==> config.mk <==
export PLATFORM = sky130hd
export DESIGN_NAME = cdb_arbiter
export DESIGN_NICKNAME = d
export VERILOG_FILES = /design/src/rtl/cdb_arbiter_pkg.sv /design/src/rtl/cdb_arbiter_picker.sv /design/src/rtl/cdb_arbiter.sv
export SDC_FILE = /design/constraint.sdc
export NUM_CORES = 1
export LEC_CHECK = 0
export BUFFER_PORTS_ARGS = -buffer_cell sky130_fd_sc_hd__buf_2
export CORE_AREA = 3 3 107 88
export CTS_CLUSTER_SIZE = 30
export DETAILED_ROUTE_END_ITERATION = 16
export DIE_AREA = 0 0 110 91
export GPL_TIMING_DRIVEN = 1
export PLACE_DENSITY = 0.84
export SYNTH_ARGS = -nofsm -noshare
export SYNTH_HDL_FRONTEND = slang
export SYNTH_SLANG_ARGS = --single-unit
==> constraint.sdc <==
create_clock -name clk -period 8.2 [get_ports clk]
set_input_delay 0.82 -clock clk [delete_from_list [all_inputs] [get_ports clk]]
set_output_delay 0.82 -clock clk [all_outputs]
set_load 0.02 [all_outputs]
==> src/rtl/cdb_arbiter_pkg.sv <==
// Shared CDB definitions: data widths, physical-register tag width and the
// broadcast packet carried on the common data bus.
package cdb_arbiter_pkg;

  localparam int XLEN        = 32;
  localparam int PREG_NUMBER = 64;
  localparam int PRW         = $clog2(PREG_NUMBER);

  typedef struct packed {
    logic            valid;
    logic [PRW-1:0]  tag;
    logic [XLEN-1:0] value;
  } cdb_packet_t;

  localparam int CDB_WIDTH = 1 + PRW + XLEN;

endpackage

==> src/rtl/cdb_arbiter_picker.sv <==
// Combinational round-robin picker: rotate the request vector by ptr,
// find the first set bit, then map the offset back to an absolute index.
module rr_picker #(
  parameter int N  = 4,
  parameter int PW = (N > 1) ? $clog2(N) : 1
) (
  input  logic [N-1:0]  req,
  input  logic [PW-1:0] ptr,
  output logic [N-1:0]  gnt,
  output logic [PW-1:0] gnt_idx,
  output logic          any
);

  logic [2*N-1:0] dbl_s;
  logic [N-1:0]   rot_s;
  logic [PW-1:0]  off_s;
  logic [PW:0]    sum_s;

  // Rotate, find-first-set from the pointer, unrotate modulo N
  always_comb begin
    dbl_s = {req, req} >> ptr;
    rot_s = dbl_s[N-1:0];
    off_s = '0;
    for (int i = N - 1; i >= 0; i--) begin
      off_s = rot_s[i] ? PW'(i) : off_s;
    end
    any   = |rot_s;
    sum_s = {1'b0, ptr} + {1'b0, off_s};
    if (sum_s >= (PW+1)'(N)) begin
      gnt_idx = PW'(sum_s - (PW+1)'(N));
    end else begin
      gnt_idx = sum_s[PW-1:0];
    end
    gnt = '0;
    if (any) begin
      gnt[gnt_idx] = 1'b1;
    end else begin
      gnt = '0;
    end
  end

endmodule

==> src/rtl/cdb_arbiter.sv <==
// Complete-stage arbiter: grants one done FU per cycle (starvation-forced
// or round-robin) and broadcasts its tag/value on the CDB one cycle later.
module cdb_arbiter
  import cdb_arbiter_pkg::*;
#(
  parameter int NUM_FU     = 4,
  parameter int STARVE_MAX = 8
) (
  input  logic                   clk,
  input  logic                   reset,
  input  logic [NUM_FU-1:0]      fu_done_i,
  input  logic [NUM_FU*PRW-1:0]  fu_dest_reg_i,
  input  logic [NUM_FU*XLEN-1:0] fu_result_i,
  input  logic                   cdb_stall_i,
  input  logic                   branch_recover_i,
  output logic [NUM_FU-1:0]      complete_en_o,
  output logic                   cdb_valid_o,
  output logic [PRW-1:0]         cdb_tag_o,
  output logic [XLEN-1:0]        cdb_value_o,
  output logic                   starve_o
);

  localparam int PW = $clog2(NUM_FU);
  localparam int CW = $clog2(STARVE_MAX + 1);
  localparam logic [CW-1:0] CNT_MAX = CW'(STARVE_MAX);

  logic [PW-1:0]     rr_ptr_r;
  logic [CW-1:0]     wait_cnt_r [NUM_FU];
  cdb_packet_t       cdb_r;

  logic              grant_ok_s;
  logic [NUM_FU-1:0] starved_s;
  logic [NUM_FU-1:0] rr_gnt_s;
  logic [NUM_FU-1:0] grant_s;
  logic [PW-1:0]     rr_idx_s;
  logic [PW-1:0]     forced_idx_s;
  logic [PW-1:0]     win_idx_s;
  logic              rr_any_s;
  logic              forced_any_s;

  rr_picker #(.N(NUM_FU), .PW(PW)) u_rr_picker (
    .req     (fu_done_i),
    .ptr     (rr_ptr_r),
    .gnt     (rr_gnt_s),
    .gnt_idx (rr_idx_s),
    .any     (rr_any_s)
  );

  // Starved candidates and the lowest-index one among them
  always_comb begin
    starved_s    = '0;
    forced_idx_s = '0;
    for (int i = 0; i < NUM_FU; i++) begin
      starved_s[i] = fu_done_i[i] && (wait_cnt_r[i] >= CNT_MAX);
    end
    for (int i = NUM_FU - 1; i >= 0; i--) begin
      forced_idx_s = starved_s[i] ? PW'(i) : forced_idx_s;
    end
    forced_any_s = |starved_s;
  end

  // Grant select: recover/stall/reset block, forced priority beats round-robin
  always_comb begin
    grant_ok_s = !reset && !branch_recover_i && !cdb_stall_i;
    grant_s    = '0;
    win_idx_s  = '0;
    starve_o   = 1'b0;
    if (grant_ok_s && forced_any_s) begin
      win_idx_s               = forced_idx_s;
      grant_s[forced_idx_s]   = 1'b1;
      starve_o                = 1'b1;
    end else if (grant_ok_s && rr_any_s) begin
      win_idx_s = rr_idx_s;
      grant_s   = rr_gnt_s;
    end else begin
      grant_s   = '0;
    end
  end

  assign complete_en_o = grant_s;

  // Round-robin pointer moves just past the winner; holds without a grant
  always_ff @(posedge clk or posedge reset) begin
    if (reset) begin
      rr_ptr_r <= '0;
    end else if (|grant_s) begin
      rr_ptr_r <= (win_idx_s == PW'(NUM_FU - 1)) ? '0 : win_idx_s + PW'(1);
    end
  end

  // Per-FU wait counters; a stall still ages a waiting FU
  always_ff @(posedge clk or posedge reset) begin
    if (reset) begin
      for (int i = 0; i < NUM_FU; i++) begin
        wait_cnt_r[i] <= '0;
      end
    end else begin
      for (int i = 0; i < NUM_FU; i++) begin
        if (branch_recover_i || grant_s[i] || !fu_done_i[i]) begin
          wait_cnt_r[i] <= '0;
        end else if (wait_cnt_r[i] != CNT_MAX) begin
          wait_cnt_r[i] <= wait_cnt_r[i] + CW'(1);
        end
      end
    end
  end

  // Broadcast register; tag/value hold when nothing is granted
  always_ff @(posedge clk or posedge reset) begin
    if (reset) begin
      cdb_r <= '0;
    end else begin
      cdb_r.valid <= |grant_s;
      if (|grant_s) begin
        cdb_r.tag   <= fu_dest_reg_i[win_idx_s*PRW +: PRW];
        cdb_r.value <= fu_result_i[win_idx_s*XLEN +: XLEN];
      end
    end
  end

  // A recover squashes the in-flight broadcast in its own cycle
  assign cdb_valid_o = cdb_r.valid && !branch_recover_i;
  assign cdb_tag_o   = cdb_r.tag;
  assign cdb_value_o = cdb_r.value;

endmodule

Word level (Yosys, flattened, before mapping)
Cells that the tools add are included.

cells by class
  add/sub/neg operators = 7
  multiply operators = 1
  order comparisons = 9
  equality and inequality tests = 5
  shifts and indexed selects = 3
  mux-type cells = 28
  reductions and logical operators = 33

operator list
  kind                                                                                  count
  128-bit by 8-bit variable part select with 32-bit output                              1
  4-bit two-way mux                                                                     11
  2-bit two-way mux                                                                     12
  24-bit by 6-bit variable part select with 6-bit output                                1
  4-bit by 1-bit adder with 4-bit output (second input constant)                        4
  4-bit greater-or-equal comparator (second input constant)                             4
  4-bit inequality test (second input constant)                                         4
  4-bit OR reduction                                                                    3
  1-bit logical AND                                                                     11
  1-bit logical OR                                                                      8
  2-bit nonzero test                                                                    4
  8-bit by 2-bit >> shifter with 4-bit output                                           1
  1-bit logical NOT                                                                     7
  2-bit by 3-bit < comparator with 1-bit output (second input constant)                 2
  1-bit demux with 2-bit select                                                         2
  2-bit by 1-bit greater-or-equal comparator with 1-bit output (second input constant)  2
  2-bit by 2-bit multiplier with 4-bit output (second input constant)                   1
  2-bit by 2-bit adder with 3-bit output                                                1
  3-bit greater-or-equal comparator (second input constant)                             1
  1-bit two-way mux                                                                     3
  2-bit by 1-bit adder with 2-bit output (second input constant)                        1
  2-bit == test (second input constant)                                                 1
  2-bit by 1-bit subtractor with 2-bit output (second input constant)                   1

storage, ports and cells
  register bits after elaboration = 57
  input port bits = 160

Depth between registers and ports, before layout
  depth in word-level cells = 18
  mapped depth = 14
  depth with buffers taken out = 11

Modules after synthesis
Synthesis repeated with hierarchy kept, for this count alone.

second synthesis, totals
  cell total of the unflattened synthesis = 412
  area total of the unflattened synthesis = 4165.2 um2

modules (own cells, without submodules)
  module       times used  cells each  area an instance (um2)
  cdb_arbiter  1           376         3885.0
  rr_picker    1           36          280.3

Worst setup path after synthesis
No wires, ideal clock.

  kind = input -> output
  start = input port fu_done_i[2]
  end = output port complete_en_o[0]
  data arrival time = 2.582 ns
  required time = 7.380 ns
  setup slack = 4.798 ns
  stages = 7
  path buffers = 1
  cells stage by stage = buf_4 -> or4_1 -> o2111ai_1 -> ha_1 -> nor3_1 -> nand3_1 -> a21oi_1

on the way
  longest elaborated chain between the ends = 15
  elaborated cells between the ends (all ways) = 30
  those cells by class = add/sub (2); order compare (5); shift (1); mux (15); reduce/logical (7)

ends and longest elaborated chain
  what                                                                                                                                                 line                                                text
  from (decl)                                                                                                                                          cdb_arbiter.sv:11                                   input logic [NUM_FU-1:0] fu_done_i,
  8-bit by 2-bit >> shifter with 4-bit output                                                                                                          cdb_arbiter_picker.sv:21                            dbl_s = {req, req} >> ptr;
  2-bit two-way mux (4 in a row)                                                                                                                       cdb_arbiter_picker.sv:25                            off_s = rot_s[i] ? PW'(i) : off_s;
  2-bit by 2-bit adder with 3-bit output                                                                                                               cdb_arbiter_picker.sv:28                            sum_s = {1'b0, ptr} + {1'b0, off_s};
  3-bit greater-or-equal comparator or 2-bit by 1-bit subtractor with 2-bit output (tied branches)                                                     cdb_arbiter_picker.sv:29, cdb_arbiter_picker.sv:30
  2-bit two-way mux                                                                                                                                    cdb_arbiter_picker.sv:29                            if (sum_s >= (PW+1)'(N)) begin
  2-bit by 3-bit < comparator with 1-bit output (implied by the code) or 2-bit by 1-bit greater-or-equal comparator with 1-bit output (tied branches)  cdb_arbiter_picker.sv:36                            gnt[gnt_idx] = 1'b1;
  1-bit logical AND (implied by the code)                                                                                                              cdb_arbiter_picker.sv:36
  1-bit two-way mux (implied by the code)                                                                                                              cdb_arbiter_picker.sv:36
  1-bit demux with 2-bit select                                                                                                                        --
  4-bit two-way mux                                                                                                                                    cdb_arbiter_picker.sv:35                            if (any) begin
  4-bit two-way mux                                                                                                                                    cdb_arbiter.sv:72                                   end else if (grant_ok_s && rr_any_s) begin
  4-bit two-way mux *                                                                                                                                  cdb_arbiter.sv:68                                   if (grant_ok_s && forced_any_s) begin
  to (decl)                                                                                                                                            cdb_arbiter.sv:16                                   output logic [NUM_FU-1:0] complete_en_o,

Every way passes the cells marked *; elsewhere a longest branch is shown, timed or not.

Worst setup path in the final report
  start = input port fu_done_i[3]
  end = register cdb_r, in the netlist cdb_value_o[9]

on the way
  longest elaborated chain between the ends = 16
  elaborated cells between the ends (all ways) = 35
  those cells by class = add/sub (2); order compare (5); shift (2); mux (18); reduce/logical (8)

ends and longest elaborated chain
  what                                                                                                                                                 line                                                text
  8-bit by 2-bit >> shifter with 4-bit output                                                                                                          cdb_arbiter_picker.sv:21
  2-bit two-way mux (4 in a row)                                                                                                                       cdb_arbiter_picker.sv:25
  2-bit by 2-bit adder with 3-bit output                                                                                                               cdb_arbiter_picker.sv:28
  3-bit greater-or-equal comparator or 2-bit by 1-bit subtractor with 2-bit output (tied branches)                                                     cdb_arbiter_picker.sv:29, cdb_arbiter_picker.sv:30
  2-bit two-way mux                                                                                                                                    cdb_arbiter_picker.sv:29
  2-bit by 3-bit < comparator with 1-bit output (implied by the code) or 2-bit by 1-bit greater-or-equal comparator with 1-bit output (tied branches)  cdb_arbiter_picker.sv:36
  1-bit logical AND (implied by the code)                                                                                                              cdb_arbiter_picker.sv:36
  1-bit two-way mux (implied by the code)                                                                                                              cdb_arbiter_picker.sv:36
  1-bit demux with 2-bit select                                                                                                                        --
  4-bit two-way mux                                                                                                                                    cdb_arbiter_picker.sv:35
  4-bit two-way mux                                                                                                                                    cdb_arbiter.sv:72
  4-bit two-way mux                                                                                                                                    cdb_arbiter.sv:68
  4-bit OR reduction                                                                                                                                   cdb_arbiter.sv:114                                  if (|grant_s) begin
  to (decl)                                                                                                                                            cdb_arbiter.sv:29                                   cdb_packet_t cdb_r;

Parallel ways exist; a longest one is shown, timed or not.
A chain may end at the register's enable or synchronous reset.

==> flow_summary.ini <==
[clock_network]
cts.sinks = 57
cts_resized = 0
numCtsBuffers = 9
clkTransAtPathRegs_ps = 70
cts_tree = yes
clk_path_buf_depth = 2
clock-root-buffer = clkbuf_8
cts_hold_buf = 0
insertion_delay_ps = 320
cts_max_level = 3
cts_setup_buffers = 0

[pwr]
p_sw_mw = 0.5917
p_comb_share_pct = 46.9
sw_frac_of_total_pct = 42.15
total_power_mw = 1.404
pwr-share-clk_pct = 21.5
power.leakage_nw = 2.615
p_int_mw = 0.8122
ir_worst_vdd_v = 0.0001585
p_per_area_nw_per_um2 = 269.3
p_seq_share_pct = 31.6

[die]
start_util_pct = 50.53
die_y_um = 91
core.rowCount = 30
dieArea_um2 = 10010
core-area_um2 = 8446
die_x_um = 110
ioPinCount = 204

[detailed_routing]
via_per_inst = 5.686
routed_wl_mm = 12.05
post-route-drc-count = 0
num_vias = 4077
drt-pass1-iter-count = 5
wl_per_cell_um = 16.80
ant_nets = 0
dr.first_iter.drc_count = 274

[grt]
grt_max_degree = 77
grt_antenna_before_repair = 0
grt_use_total_pct = 23.22
grt_pass1_vias = 3904
grt_pass1_wl_mm = 18.60
overflow = 0

[timing]
tightest_slew_ps = 1059
rsz0062_at_grt = false
report.final.slew_viol_count = 0
setup_tns_ps = 0
finalSetupViolCount = 0
finalHoldViolCount = 0
period_share_pct = 46.21
fin_skew_ps = 10.07
slew_headroom_pct = 29.43
period_minus_slack_ps = 3789
fmax_mhz = 263.9
hold_slack_ps = 558.2
fin_ws_ps = 4411

[synthesis]
yosysSeqAreaShare_pct = 33.42
synth-edff-count = 0
synth_ff_type = dfrtp_1
ys_warn_count = 0
synthTopCellsByCount = 58 x a211oi_1, 57 x dfrtp_1, 48 x nor2_1
yosysUniqueCellTypes = 46
synth.most_common_cell = a211oi_1
syn_avg_cell_area_um2 = 9.380
synth.top_cell.area_share_pct = 33.42
yosys.area.top_type = dfrtp_1
synth_area_leaders = dfrtp_1 33%, a211oi_1 10%, mux2i_1 9.9%
syn-num-nets = 624
async_flop_share_pct = 100.0
synthCells = 455
syn_area_um2 = 4268
ys_ff_latch = 57

[setup_path]
critPathArrivalTime_ps = 3940
worstRegToRegCells = 9
end_kind = register
critPathKind = input pin to register
required_ps = 8350
r2r_end = cdb_value_o[9]
r2r_start = rr_ptr_r[0]
r2r_slack_ps = 4600
cp_max_fo = 76
critPathLaunchType = input pin

[place]
detailedPlacementHpwl_mm = 8.594
port_buffers = 203
dpl_cell_area_um2 = 4984
gp_routability_congestion = 0.8691
dp_slack_ps = 4171
placed_cells = 701

[cells_and_area]
fin_area_um2 = 5213
final_core_util_pct = 61.72
area_growth_pct = 22.13
fin_nets = 769
drive_gt1_share_pct = 42.15
layout.cells.non_filler = 717
n_antenna_cell = 0
fillers = 731

[hold_path]
min_to = cdb_tag_o[4]
hold_depth = 2
min_path_type = register to register
min_from = cdb_tag_o[4]

[run]
max_cap_viol_count = 0

[outcome]
status = finished clean
## layout by cell type, fill, tap and decap left out, types with 5 or more instances in the layout
| master | n |
|---|---|
| nor2_1 | 48 |
| buf_2 | 203 |
| a211oi_2 | 20 |
| ha_1 | 9 |
| dfrtp_1 | 57 |
| nor3_1 | 13 |
| a21oi_1 | 9 |
| xnor2_1 | 7 |
| nand2b_1 | 5 |
| mux2i_1 | 42 |
| nand2_1 | 12 |
| a21o_1 | 39 |
| nand3_1 | 6 |
| and2_1 | 5 |
| clkbuf_8 | 11 |
| a211oi_1 | 58 |
| inv_1 | 12 |
## critical path, cell delays in order
cell	delay, ps
buf_2	230
and3b_1	200
o21ai_0	160
o2111ai_1	150
ha_1	390
a21oi_1	80
o41ai_1	560
nand2_4	710
a211oi_1	540
a211oi_2	60
## kinds of logic after synthesis
family / synth area share, %
adders and majority gates: 2.639
buffers and inverters: 12.28
xor gates and xnor gates: 1.847
AOI/OAI and AO/OA: 26.94
and+or+nand+nor: 13.02
DFF: 33.42
muxes: 9.850
## worst max-delay path by stage
stage	to	slack, ps	cells after the start	startpoint
floorplan	complete_en_o[0]	4800	7	fu_done_i[2]
global placement	cdb_value_o[9]	4240	10	fu_done_i[3]
detailed placement	cdb_value_o[6]	4170	10	fu_done_i[3]
CTS	cdb_value_o[7]	4480	10	fu_done_i[3]
global route	cdb_value_o[9]	4210	10	fu_done_i[3]
finish	cdb_value_o[9]	4410	10	fu_done_i[3]
## power by group through the flow
stage	sequential [mW]	clock (mW)	combinational [mW]
after floorplan	0.424	0	0.603
after global placement	0.446	0	0.643
after detailed placement	0.449	0	0.658
after CTS	0.444	0.310	0.661
after global routing	0.456	0.324	0.710
final	0.444	0.302	0.658
## area by class of cell
type / count / area [µm²] / share of cell area (%)
tap: 112 / 140.1 / 2.688
clock buffer: 11 / 151.4 / 2.904
sequential: 57 / 1426 / 27.36
clock inverter: 5 / 77.57 / 1.488
inverter: 14 / 52.55 / 1.008
multi-input combinational: 312 / 2326 / 44.62
timing repair buffer: 206 / 1039 / 19.92
## layer usage
metal	routed length, µm	GRT usage (%)	vias up
met5	0	0	-
met4	78	4.984	0
met3	1134	5.473	8
met2	6044	41.21	191
met1	4789	28.22	1969
li1	-	-	1909
## sequential cells by signal, summed over array words and instances (netlist names)
name,cells
cdb_r,1
cdb_tag_o,6
cdb_value_o,32
rr_ptr_r,2
wait_cnt_r,16
No activity file was read; power rests on OpenSTA's default activity.
